## src/rtl/matmul_ext.sv

```systemverilog
// matmul_ext: memory-to-memory integer matrix multiply, C = A*B or C = C + A*B, over one shared memory port.
// Latency: each read costs issue + grant + rvalid cycles and each write issue + grant; done pulses once after the last write.
// Backpressure: one transaction in flight; the request is held stable until mem_gnt, and reads wait for mem_rvalid.
module matmul_ext #(
  parameter int DIM_BITS = 16,
  parameter int MEM_AW   = 16,
  parameter int MEM_DW   = 32,
  parameter int PREC     = 16,
  parameter int ACC_W    = 40
) (
  input  logic                clk,
  input  logic                rst_n,
  input  logic                go,
  input  logic [MEM_AW-1:0]   aBASE,
  input  logic [MEM_AW-1:0]   bBASE,
  input  logic [MEM_AW-1:0]   cBASE,
  input  logic [DIM_BITS-1:0] aROWS,
  input  logic [DIM_BITS-1:0] aCOLS,
  input  logic [DIM_BITS-1:0] bCOLS,
  input  logic [DIM_BITS-1:0] aSTRIDE,
  input  logic [DIM_BITS-1:0] bSTRIDE,
  input  logic [DIM_BITS-1:0] cSTRIDE,
  input  logic                signed_mode,
  input  logic                accum_mode,
  input  logic [5:0]          out_shift,
  output logic                mem_req,
  output logic                mem_write,
  output logic [MEM_AW-1:0]   mem_addr,
  output logic [MEM_DW-1:0]   mem_wdata,
  input  logic                mem_gnt,
  input  logic                mem_rvalid,
  input  logic [MEM_DW-1:0]   mem_rdata,
  output logic                busy,
  output logic                done,
  output logic                sat_flag
);

  typedef enum logic [3:0] {
    S_IDLE, S_ROW, S_COL, S_RDC, S_RDA, S_RDB, S_MAC, S_WR, S_DONE
  } state_t;

  localparam logic [DIM_BITS-1:0] D_ONE = DIM_BITS'(1);
  localparam logic [MEM_AW-1:0]   A_ONE = MEM_AW'(1);

  state_t state_q, state_d;

  // configuration captured when a run starts
  logic [DIM_BITS-1:0] a_rows_q, a_rows_d, a_cols_q, a_cols_d, b_cols_q, b_cols_d;
  logic [DIM_BITS-1:0] a_stride_q, a_stride_d, b_stride_q, b_stride_d, c_stride_q, c_stride_d;
  logic [MEM_AW-1:0]   b_base_q, b_base_d;
  logic                signed_q, signed_d, accum_q, accum_d;
  logic [5:0]          shift_q, shift_d;

  // loop counters and running addresses (row starts, current element pointers)
  logic [DIM_BITS-1:0] i_q, i_d, j_q, j_d, k_q, k_d;
  logic [MEM_AW-1:0]   a_row_q, a_row_d, c_row_q, c_row_d, b_col_q, b_col_d;
  logic [MEM_AW-1:0]   a_ptr_q, a_ptr_d, b_ptr_q, b_ptr_d, c_ptr_q, c_ptr_d;

  // datapath
  logic [ACC_W-1:0]    acc_q, acc_d;
  logic [PREC-1:0]     op_a_q, op_a_d, op_b_q, op_b_d;

  // memory port and status
  logic                mem_req_q, mem_req_d, mem_write_q, mem_write_d, pend_q, pend_d;
  logic [MEM_AW-1:0]   mem_addr_q, mem_addr_d;
  logic [MEM_DW-1:0]   mem_wdata_q, mem_wdata_d;
  logic                busy_q, busy_d, done_q, done_d, sat_q, sat_d;

  logic [MEM_AW-1:0]   rd_addr;
  logic [ACC_W-1:0]    shifted;
  logic [ACC_W:0]      shx;
  logic [MEM_DW-1:0]   wb_val;
  logic                wb_sat;

  function automatic logic [ACC_W-1:0] ext_op(input logic [PREC-1:0] v, input logic sgn);
    if (sgn) ext_op = ACC_W'($signed(v));
    else     ext_op = ACC_W'(v);
  endfunction

  function automatic logic [ACC_W-1:0] ext_word(input logic [MEM_DW-1:0] v, input logic sgn);
    if (sgn) ext_word = ACC_W'($signed(v));
    else     ext_word = ACC_W'(v);
  endfunction

  // writeback value: shift the accumulator, then clamp to the memory word range
  always_comb begin
    if (signed_q) shifted = $signed(acc_q) >>> shift_q;
    else          shifted = acc_q >> shift_q;
    // one extra top bit so the range test also works when ACC_W == MEM_DW
    shx    = {signed_q & shifted[ACC_W-1], shifted};
    wb_val = shifted[MEM_DW-1:0];
    wb_sat = 1'b0;
    if (signed_q) begin
      if (shx[ACC_W:MEM_DW-1] != {(ACC_W-MEM_DW+2){shx[ACC_W]}}) begin
        wb_sat = 1'b1;
        wb_val = shx[ACC_W] ? {1'b1, {(MEM_DW-1){1'b0}}} : {1'b0, {(MEM_DW-1){1'b1}}};
      end
    end else if (|shx[ACC_W:MEM_DW]) begin
      wb_sat = 1'b1;
      wb_val = '1;
    end
  end

  // read address for whichever read state is active
  always_comb begin
    rd_addr = a_ptr_q;
    if (state_q == S_RDC)      rd_addr = c_ptr_q;
    else if (state_q == S_RDB) rd_addr = b_ptr_q;
  end

  // next-state, counters, datapath and memory handshake
  always_comb begin
    state_d     = state_q;
    a_rows_d    = a_rows_q;   a_cols_d   = a_cols_q;   b_cols_d   = b_cols_q;
    a_stride_d  = a_stride_q; b_stride_d = b_stride_q; c_stride_d = c_stride_q;
    b_base_d    = b_base_q;   signed_d   = signed_q;   accum_d    = accum_q;
    shift_d     = shift_q;
    i_d         = i_q;        j_d        = j_q;        k_d        = k_q;
    a_row_d     = a_row_q;    c_row_d    = c_row_q;    b_col_d    = b_col_q;
    a_ptr_d     = a_ptr_q;    b_ptr_d    = b_ptr_q;    c_ptr_d    = c_ptr_q;
    acc_d       = acc_q;      op_a_d     = op_a_q;     op_b_d     = op_b_q;
    mem_req_d   = mem_req_q;  mem_write_d = mem_write_q;
    mem_addr_d  = mem_addr_q; mem_wdata_d = mem_wdata_q;
    pend_d      = pend_q;
    busy_d      = busy_q;
    done_d      = 1'b0;
    sat_d       = sat_q;

    case (state_q)
      S_IDLE: begin
        if (go) begin
          a_rows_d   = aROWS;   a_cols_d   = aCOLS;   b_cols_d   = bCOLS;
          a_stride_d = aSTRIDE; b_stride_d = bSTRIDE; c_stride_d = cSTRIDE;
          b_base_d   = bBASE;   signed_d   = signed_mode; accum_d = accum_mode;
          shift_d    = out_shift;
          i_d        = '0;
          a_row_d    = aBASE;
          c_row_d    = cBASE;
          busy_d     = 1'b1;
          sat_d      = 1'b0;
          state_d    = S_ROW;
        end
      end
      S_ROW: begin
        if (i_q != a_rows_q) begin
          j_d     = '0;
          b_col_d = b_base_q;
          c_ptr_d = c_row_q;
          state_d = S_COL;
        end else begin
          state_d = S_DONE;
        end
      end
      S_COL: begin
        if (j_q != b_cols_q) begin
          acc_d   = '0;
          k_d     = '0;
          a_ptr_d = a_row_q;
          b_ptr_d = b_col_q;
          if (accum_q)                state_d = S_RDC;
          else if (a_cols_q == '0)    state_d = S_WR;
          else                        state_d = S_RDA;
        end else begin
          i_d     = i_q + D_ONE;
          a_row_d = a_row_q + MEM_AW'(a_stride_q);
          c_row_d = c_row_q + MEM_AW'(c_stride_q);
          state_d = S_ROW;
        end
      end
      S_RDC, S_RDA, S_RDB: begin
        if (!mem_req_q && !pend_q) begin
          mem_req_d   = 1'b1;
          mem_write_d = 1'b0;
          mem_addr_d  = rd_addr;
        end else if (mem_req_q) begin
          if (mem_gnt) begin
            mem_req_d = 1'b0;
            pend_d    = 1'b1;
          end
        end else if (mem_rvalid) begin
          pend_d = 1'b0;
          if (state_q == S_RDC) begin
            acc_d   = ext_word(mem_rdata, signed_q);
            state_d = (a_cols_q == '0) ? S_WR : S_RDA;
          end else if (state_q == S_RDA) begin
            op_a_d  = mem_rdata[PREC-1:0];
            state_d = S_RDB;
          end else begin
            op_b_d  = mem_rdata[PREC-1:0];
            state_d = S_MAC;
          end
        end
      end
      S_MAC: begin
        acc_d = acc_q + ext_op(op_a_q, signed_q) * ext_op(op_b_q, signed_q);
        if (k_q + D_ONE != a_cols_q) begin
          k_d     = k_q + D_ONE;
          a_ptr_d = a_ptr_q + A_ONE;
          b_ptr_d = b_ptr_q + MEM_AW'(b_stride_q);
          state_d = S_RDA;
        end else begin
          state_d = S_WR;
        end
      end
      S_WR: begin
        if (!mem_req_q) begin
          // acc is frozen in this state, so wb_val stays stable until the grant
          mem_req_d   = 1'b1;
          mem_write_d = 1'b1;
          mem_addr_d  = c_ptr_q;
          mem_wdata_d = wb_val;
          if (wb_sat) sat_d = 1'b1;
        end else if (mem_gnt) begin
          mem_req_d   = 1'b0;
          mem_write_d = 1'b0;
          j_d         = j_q + D_ONE;
          b_col_d     = b_col_q + A_ONE;
          c_ptr_d     = c_ptr_q + A_ONE;
          state_d     = S_COL;
        end
      end
      S_DONE: begin
        done_d  = 1'b1;
        busy_d  = 1'b0;
        state_d = S_IDLE;
      end
      default: state_d = S_IDLE;
    endcase
  end

  // state register; reset clears every flop, including mid-transaction
  always_ff @(posedge clk or negedge rst_n) begin
    if (!rst_n) begin
      state_q    <= S_IDLE;
      a_rows_q   <= '0; a_cols_q   <= '0; b_cols_q   <= '0;
      a_stride_q <= '0; b_stride_q <= '0; c_stride_q <= '0;
      b_base_q   <= '0; signed_q   <= 1'b0; accum_q  <= 1'b0;
      shift_q    <= '0;
      i_q        <= '0; j_q        <= '0; k_q        <= '0;
      a_row_q    <= '0; c_row_q    <= '0; b_col_q    <= '0;
      a_ptr_q    <= '0; b_ptr_q    <= '0; c_ptr_q    <= '0;
      acc_q      <= '0; op_a_q     <= '0; op_b_q     <= '0;
      mem_req_q  <= 1'b0; mem_write_q <= 1'b0;
      mem_addr_q <= '0; mem_wdata_q <= '0;
      pend_q     <= 1'b0;
      busy_q     <= 1'b0; done_q   <= 1'b0; sat_q     <= 1'b0;
    end else begin
      state_q    <= state_d;
      a_rows_q   <= a_rows_d;   a_cols_q   <= a_cols_d;   b_cols_q   <= b_cols_d;
      a_stride_q <= a_stride_d; b_stride_q <= b_stride_d; c_stride_q <= c_stride_d;
      b_base_q   <= b_base_d;   signed_q   <= signed_d;   accum_q    <= accum_d;
      shift_q    <= shift_d;
      i_q        <= i_d;        j_q        <= j_d;        k_q        <= k_d;
      a_row_q    <= a_row_d;    c_row_q    <= c_row_d;    b_col_q    <= b_col_d;
      a_ptr_q    <= a_ptr_d;    b_ptr_q    <= b_ptr_d;    c_ptr_q    <= c_ptr_d;
      acc_q      <= acc_d;      op_a_q     <= op_a_d;     op_b_q     <= op_b_d;
      mem_req_q  <= mem_req_d;  mem_write_q <= mem_write_d;
      mem_addr_q <= mem_addr_d; mem_wdata_q <= mem_wdata_d;
      pend_q     <= pend_d;
      busy_q     <= busy_d;     done_q     <= done_d;     sat_q      <= sat_d;
    end
  end

  assign mem_req   = mem_req_q;
  assign mem_write = mem_write_q;
  assign mem_addr  = mem_addr_q;
  assign mem_wdata = mem_wdata_q;
  assign busy      = busy_q;
  assign done      = done_q;
  assign sat_flag  = sat_q;

endmodule

```

## config.mk

```make
export PLATFORM = sky130hd
export DESIGN_NAME = matmul_ext
export DESIGN_NICKNAME = d
export VERILOG_FILES = /design/src/rtl/matmul_ext.sv
export SDC_FILE = /design/constraint.sdc
export NUM_CORES = 2
export LEC_CHECK = 0
export ABC_AREA = 1
export BUFFER_PORTS_ARGS = -buffer_cell sky130_fd_sc_hd__buf_4
export CAP_MARGIN = 40
export CORE_ASPECT_RATIO = 1.4
export CORE_MARGIN = 4
export CORE_UTILIZATION = 64
export DETAILED_ROUTE_END_ITERATION = 8
export PLACE_DENSITY = 0.83
export SYNTH_ARGS = -nofsm -noshare
export SYNTH_HDL_FRONTEND = slang
export SYNTH_SLANG_ARGS = --single-unit
```

## constraint.sdc

```tcl
create_clock -name clk -period 10.1 [get_ports clk]
set_clock_uncertainty 0.05 [all_clocks]
set_input_delay 1.515 -clock clk [delete_from_list [all_inputs] [get_ports clk]]
set_output_delay 1.515 -clock clk [all_outputs]
set_load 0.01 [all_outputs]
```

==> flow_summary.html <==
<table>
<tr><th>Metric</th><th>Value</th></tr>
<tr><th colspan="2">STA</th></tr>
<tr><td>Final slew viol count</td><td>0</td></tr>
<tr><td>Final-layout setup total negative slack</td><td>0 ps</td></tr>
<tr><td>Unrepaired setup endpoints after global routing</td><td>no</td></tr>
<tr><td>Actual transition at the worst max-transition pin</td><td>approximately 1000 ps</td></tr>
<tr><td>Achievable clock frequency</td><td>between 100 and 150 MHz</td></tr>
<tr><td>Fraction of the cycle the final worst path needs</td><td>a little under nine tenths</td></tr>
<tr><td>Final Hold Viols</td><td>0</td></tr>
<tr><td>Worst hold margin</td><td>431 ps</td></tr>
<tr><td>Time the final worst path needs with I/O delays and setup</td><td>just under 9000 ps</td></tr>
<tr><td>Rel. slew slack</td><td>about 33%</td></tr>
<tr><td>Number of failing setup endpoints in the final timing report</td><td>0</td></tr>
<tr><th colspan="2">Min path</th></tr>
<tr><td>End point of the most critical hold path</td><td>mem_addr[15]$_DFFE_PN0P_</td></tr>
<tr><td>Worst Hold Path Cells</td><td>2</td></tr>
<tr><td>Startpoint of the lowest-slack hold path</td><td>mem_addr[15]$_DFFE_PN0P_</td></tr>
<tr><td>Hold crit path type</td><td>register to register</td></tr>
<tr><th colspan="2">Setup path</th></tr>
<tr><td>Data arrival time of the critical path</td><td>between 9000 and 10000 ps</td></tr>
<tr><td>Setup slack on the worst flop-to-flop path</td><td>~1400 ps</td></tr>
<tr><td>Crit path max fanout</td><td>18</td></tr>
<tr><td>Critical path type</td><td>register to register</td></tr>
<tr><td>FF-to-FF End</td><td>acc_q[30]$_DFFE_PN0P_</td></tr>
<tr><td>R2R cell count</td><td>25</td></tr>
<tr><td>Reg-to-reg critical path startpoint</td><td>op_a_q[15]$_DFFE_PN0P_</td></tr>
<tr><td>Count of buffer and inverter cells on the critical path</td><td>4</td></tr>
<tr><td>Largest delay contributor family on the critical path</td><td>adder cells</td></tr>
<tr><td>Endpoint type of the worst setup path</td><td>register</td></tr>
<tr><td>Crit path required time</td><td>roughly 11000 ps</td></tr>
<tr><td>Largest incremental delay on the critical path</td><td>~850 ps</td></tr>
<tr><td>Most Frequent Cell on Critical Path</td><td>sky130_fd_sc_hd__fa_1</td></tr>
<tr><td>Cell depth of the worst setup path</td><td>25</td></tr>
<tr><td>Slowest-stage cell, CP</td><td>sky130_fd_sc_hd__fa_1</td></tr>
<tr><td>Critical path startpoint category</td><td>register</td></tr>
<tr><th colspan="2">Logic synthesis</th></tr>
<tr><td>Number of instances in the synthesized netlist</td><td>around 5600</td></tr>
<tr><td>Post-synthesis share of cell area spent on xor and xnor gates</td><td>3.20%</td></tr>
<tr><td>Sequential share of the synthesized area</td><td>a little under a quarter</td></tr>
<tr><td>Number of distinct library cell variants in the gate-level netlist after synthesis</td><td>64</td></tr>
<tr><td>Adder and majority gate portion of the synthesized area</td><td>28.7%</td></tr>
<tr><td>Compound-cell area share of the yosys netlist</td><td>11.9%</td></tr>
<tr><td>Asr flop ratio synth</td><td>100%</td></tr>
<tr><td>Dominant combinational cell family by area after synthesis</td><td>adder cells</td></tr>
<tr><td>Most used flip-flop cell after synthesis</td><td>sky130_fd_sc_hd__dfrtp_1</td></tr>
<tr><td>Total nets after synthesis</td><td>6519</td></tr>
<tr><td>Synth warnings</td><td>0</td></tr>
<tr><td>Post-synthesis area per instance</td><td>between 7 and 8 um^2</td></tr>
<tr><td>Cell area after synthesis</td><td>~0.042 mm^2</td></tr>
<tr><td>Number of storage elements in the synthesis netlist</td><td>394</td></tr>
<tr><td>Fraction of the mapped netlist area in simple logic gates</td><td>20.0%</td></tr>
<tr><td>Post-synthesis mux area share</td><td>0.307%</td></tr>
<tr><td>Number of enable flip-flop cells after synthesis</td><td>0</td></tr>
<tr><th colspan="2">Global routing</th></tr>
<tr><td>Met3 Usage GRT</td><td>10.1%</td></tr>
<tr><td>Maximum number of pins on one net before global-route repair</td><td>between 150 and 200</td></tr>
<tr><td>Number of global-route vias before repair</td><td>around 40000</td></tr>
<tr><td>Routing usage on met1</td><td>a little over two fifths</td></tr>
<tr><td>GRT Residual Overflow</td><td>0</td></tr>
<tr><td>Met2 Resource Use GR</td><td>roughly two thirds</td></tr>
<tr><td>Global-route total usage across every layer</td><td>about two fifths</td></tr>
<tr><td>Number of antenna violations at the first check in global routing</td><td>5</td></tr>
<tr><td>Global-route wire length before repair</td><td>216000 um</td></tr>
<tr><td>Peak-usage layer in the global routing report</td><td>met2</td></tr>
<tr><th colspan="2">Placement</th></tr>
<tr><td>DPL Wire Length</td><td>109000 um</td></tr>
<tr><td>RePlAce Congestion</td><td>between 1 and 1.5</td></tr>
<tr><td>Total placed cells including tap cells</td><td>between 6000 and 7000</td></tr>
<tr><td>Port Buffer Count</td><td>approximately 240</td></tr>
<tr><th colspan="2">Final layout</th></tr>
<tr><td>Share of post-route cells with drive strength above 1</td><td>8.12%</td></tr>
<tr><td>Non-filler cells, final</td><td>between 6000 and 7000</td></tr>
<tr><td>Final nets</td><td>approximately 6600</td></tr>
<tr><td>Layout-stage area growth over the synthesis result</td><td>9.05%</td></tr>
<tr><td>Count of filler cells inserted in the layout</td><td>about 5400</td></tr>
<tr><th colspan="2">Drt</th></tr>
<tr><td>Detailed-routing iteration count for the pre-antenna-repair pass</td><td>6</td></tr>
<tr><td>DRC violation count after routing</td><td>0</td></tr>
<tr><td>Number of nets with antenna violations after routing</td><td>0</td></tr>
<tr><td>Routed via count divided by cell count</td><td>about 5.8</td></tr>
<tr><td>Count of routing violations after the opening detailed-route iteration</td><td>3314</td></tr>
<tr><td>Total Wirelength</td><td>between 100000 and 150000 um</td></tr>
<tr><td>Number of vias after detailed routing</td><td>around 38000</td></tr>
<tr><td>Final routed wire length divided by cell count</td><td>~21 um</td></tr>
<tr><th colspan="2">Clock tree</th></tr>
<tr><td>Skew-Pair Late Insertion Delay</td><td>~620 ps</td></tr>
<tr><td>Number of clock sinks</td><td>just under 400</td></tr>
<tr><td>Number of hold buffers added after CTS</td><td>0</td></tr>
<tr><td>H-tree levels</td><td>2</td></tr>
<tr><td>Buffers inserted during post-CTS setup optimization</td><td>0</td></tr>
<tr><td>Clock tree from TritonCTS</td><td>done</td></tr>
<tr><td>Post-cts sizing count</td><td>0</td></tr>
<tr><td>Clock-pin slew on the worst setup and hold paths</td><td>approximately 70 ps</td></tr>
<tr><td>Number of buffers on the longest clock path</td><td>3</td></tr>
<tr><td>Root buffer cell</td><td>sky130_fd_sc_hd__clkbuf_16</td></tr>
<tr><td>Num CTS Buffers</td><td>41</td></tr>
<tr><th colspan="2">Pwr</th></tr>
<tr><td>Power Dens Cells</td><td>approximately 350 mW/mm^2</td></tr>
<tr><td>Leakage</td><td>about 26 nW</td></tr>
<tr><td>Total power consumption of the routed design</td><td>between 15 and 20 mW</td></tr>
<tr><td>Max rail drop VDD</td><td>251 uV</td></tr>
<tr><th colspan="2">Die</th></tr>
<tr><td>Placeable core region</td><td>between 0.06 and 0.07 mm^2</td></tr>
<tr><td>Die outline area</td><td>about 0.07 mm^2</td></tr>
<tr><td>Die X-Extent</td><td>226 um</td></tr>
<tr><td>Starting density of the core</td><td>between 60 and 70%</td></tr>
<tr><td>Total number of placement rows</td><td>111</td></tr>
<tr><td>Number of primary I/O pins</td><td>approximately 240</td></tr>
<tr><td>Chip Height</td><td>313 um</td></tr>
<tr><th colspan="2">Status</th></tr>
<tr><td>Outcome</td><td>finished clean</td></tr>
<tr><th colspan="2">Run</th></tr>
<tr><td>Max capacitance violation total</td><td>0</td></tr>
</table>
worst max-delay path by stage:
stage	startpoint	end	slack, ps
finish	op_a_q[15]$_DFFE_PN0P_	acc_q[30]$_DFFE_PN0P_	1440
global route	op_a_q[15]$_DFFE_PN0P_	acc_q[38]$_DFFE_PN0P_	1120
CTS	op_a_q[15]$_DFFE_PN0P_	acc_q[38]$_DFFE_PN0P_	1760
detailed placement	op_a_q[15]$_DFFE_PN0P_	acc_q[38]$_DFFE_PN0P_	1810
global placement	op_a_q[15]$_DFFE_PN0P_	acc_q[39]$_DFFE_PN0P_	2030
floorplan	signed_q$_DFFE_PN0P_	acc_q[38]$_DFFE_PN0P_	2340
report_power, final:
part | leakage [nW] | internal [mW] | switching (mW) | total [mW]
logic | 20.2 | 3.84 | 7.91 | 11.8
clock network | 0.661 | 0.854 | 0.731 | 1.58
registers | 4.97 | 2.22 | 0.674 | 2.89
total | 25.9 | 6.91 | 9.32 | 16.2
final cells by class:
| class | count | area [um^2] | area share [%] |
|---|---|---|---|
| multi-input cells | 3842 | 27200 | 58.8 |
| flip-flops and latches | 394 | 9860 | 21.3 |
| inverters | 1163 | 4370 | 9.44 |
| repair buffers | 306 | 2400 | 5.18 |
| clock buffers | 55 | 1130 | 2.44 |
| well taps | 847 | 1060 | 2.29 |
| clock inverters | 19 | 236 | 0.511 |
| diodes | 2 | 5.00 | 0.0108 |
worst min-delay path, cell delays in order (launching register included):
cell and delay, ps:
sky130_fd_sc_hd__dfrtp_1 340, sky130_fd_sc_hd__nand2_1 50, sky130_fd_sc_hd__nand2_1 60
Yosys cell counts, drive strengths merged, types with 57 or more instances:
master,number,area share (%)
xor2,103,2.1
ha,225,6.6
o21ai,459,5.4
clkbuf,176,1.6
nand2,1462,13
fa,467,22
or2,57,0.84
a21oi,262,3.1
buf,63,0.84
nor2,237,2.1
dfrtp,394,23
inv,1159,10
nand3,197,2.3
cells by family after synthesis:
| family | Yosys count |
|---|---|
| AND/OR/NAND/NOR | 2067 |
| XOR/XNOR | 155 |
| multiplexers | 13 |
| AO/OA/AOI/OAI | 915 |
| adder cells (fa/ha/maj) | 692 |
| flip-flops | 394 |
| buffers and inverters | 1402 |
flip-flops by register name (all words and copies together) (netlist names), 16 cells and up:
| register | count |
|---|---|
| i_q | 16 |
| j_q | 16 |
| acc_q | 40 |
| b_cols_q | 16 |
| b_ptr_q | 16 |
| c_row_q | 16 |
| a_row_q | 16 |
| c_stride_q | 16 |
| a_rows_q | 16 |
| a_ptr_q | 16 |
| k_q | 16 |
| b_stride_q | 16 |
| mem_addr | 16 |
| op_a_q | 16 |
| mem_wdata | 32 |
| a_cols_q | 16 |
| b_base_q | 16 |
| op_b_q | 16 |
| a_stride_q | 16 |
| b_col_q | 16 |
| c_ptr_q | 16 |
routing by layer:
metal  wire length [um]  vias to the layer above
met5                 74                        -
met4              14100                        8
met3              12100                      631
met2              66400                     1904
met1              46000                    18200
li1                   -                    17600
through the flow:
| stage | utilization [%] | worst slack [ps] | instance area (um^2) |
|---|---|---|---|
| finish | 70.6 | 1440 | 46300 |
| global route | 70.6 | 1120 | 46300 |
| CTS | 70.5 | 1760 | 46200 |
| detailed placement | 68.4 | 1810 | 44900 |
| global placement | 68.2 | 2030 | 44700 |
| floorplan | - | 2340 | 42400 |
layout by cell type (no fill, tap or decap), drive strengths merged, types with 23 or more instances in the layout:
cell type	netlist	layout
nand2	1462	1462
inv	1159	1160
fa	467	467
o21ai	459	459
dfrtp	394	394
buf	63	306
a21oi	262	262
nor2	237	237
ha	225	225
nand3	197	197
xor2	103	103
or2	57	57
clkbuf	176	55
xnor2	52	52
nor3	47	47
nand4	33	33
a22oi	29	29
o211ai	26	26
a21boi	24	24
nor4	23	23
Power figures use the tool's default switching activity.
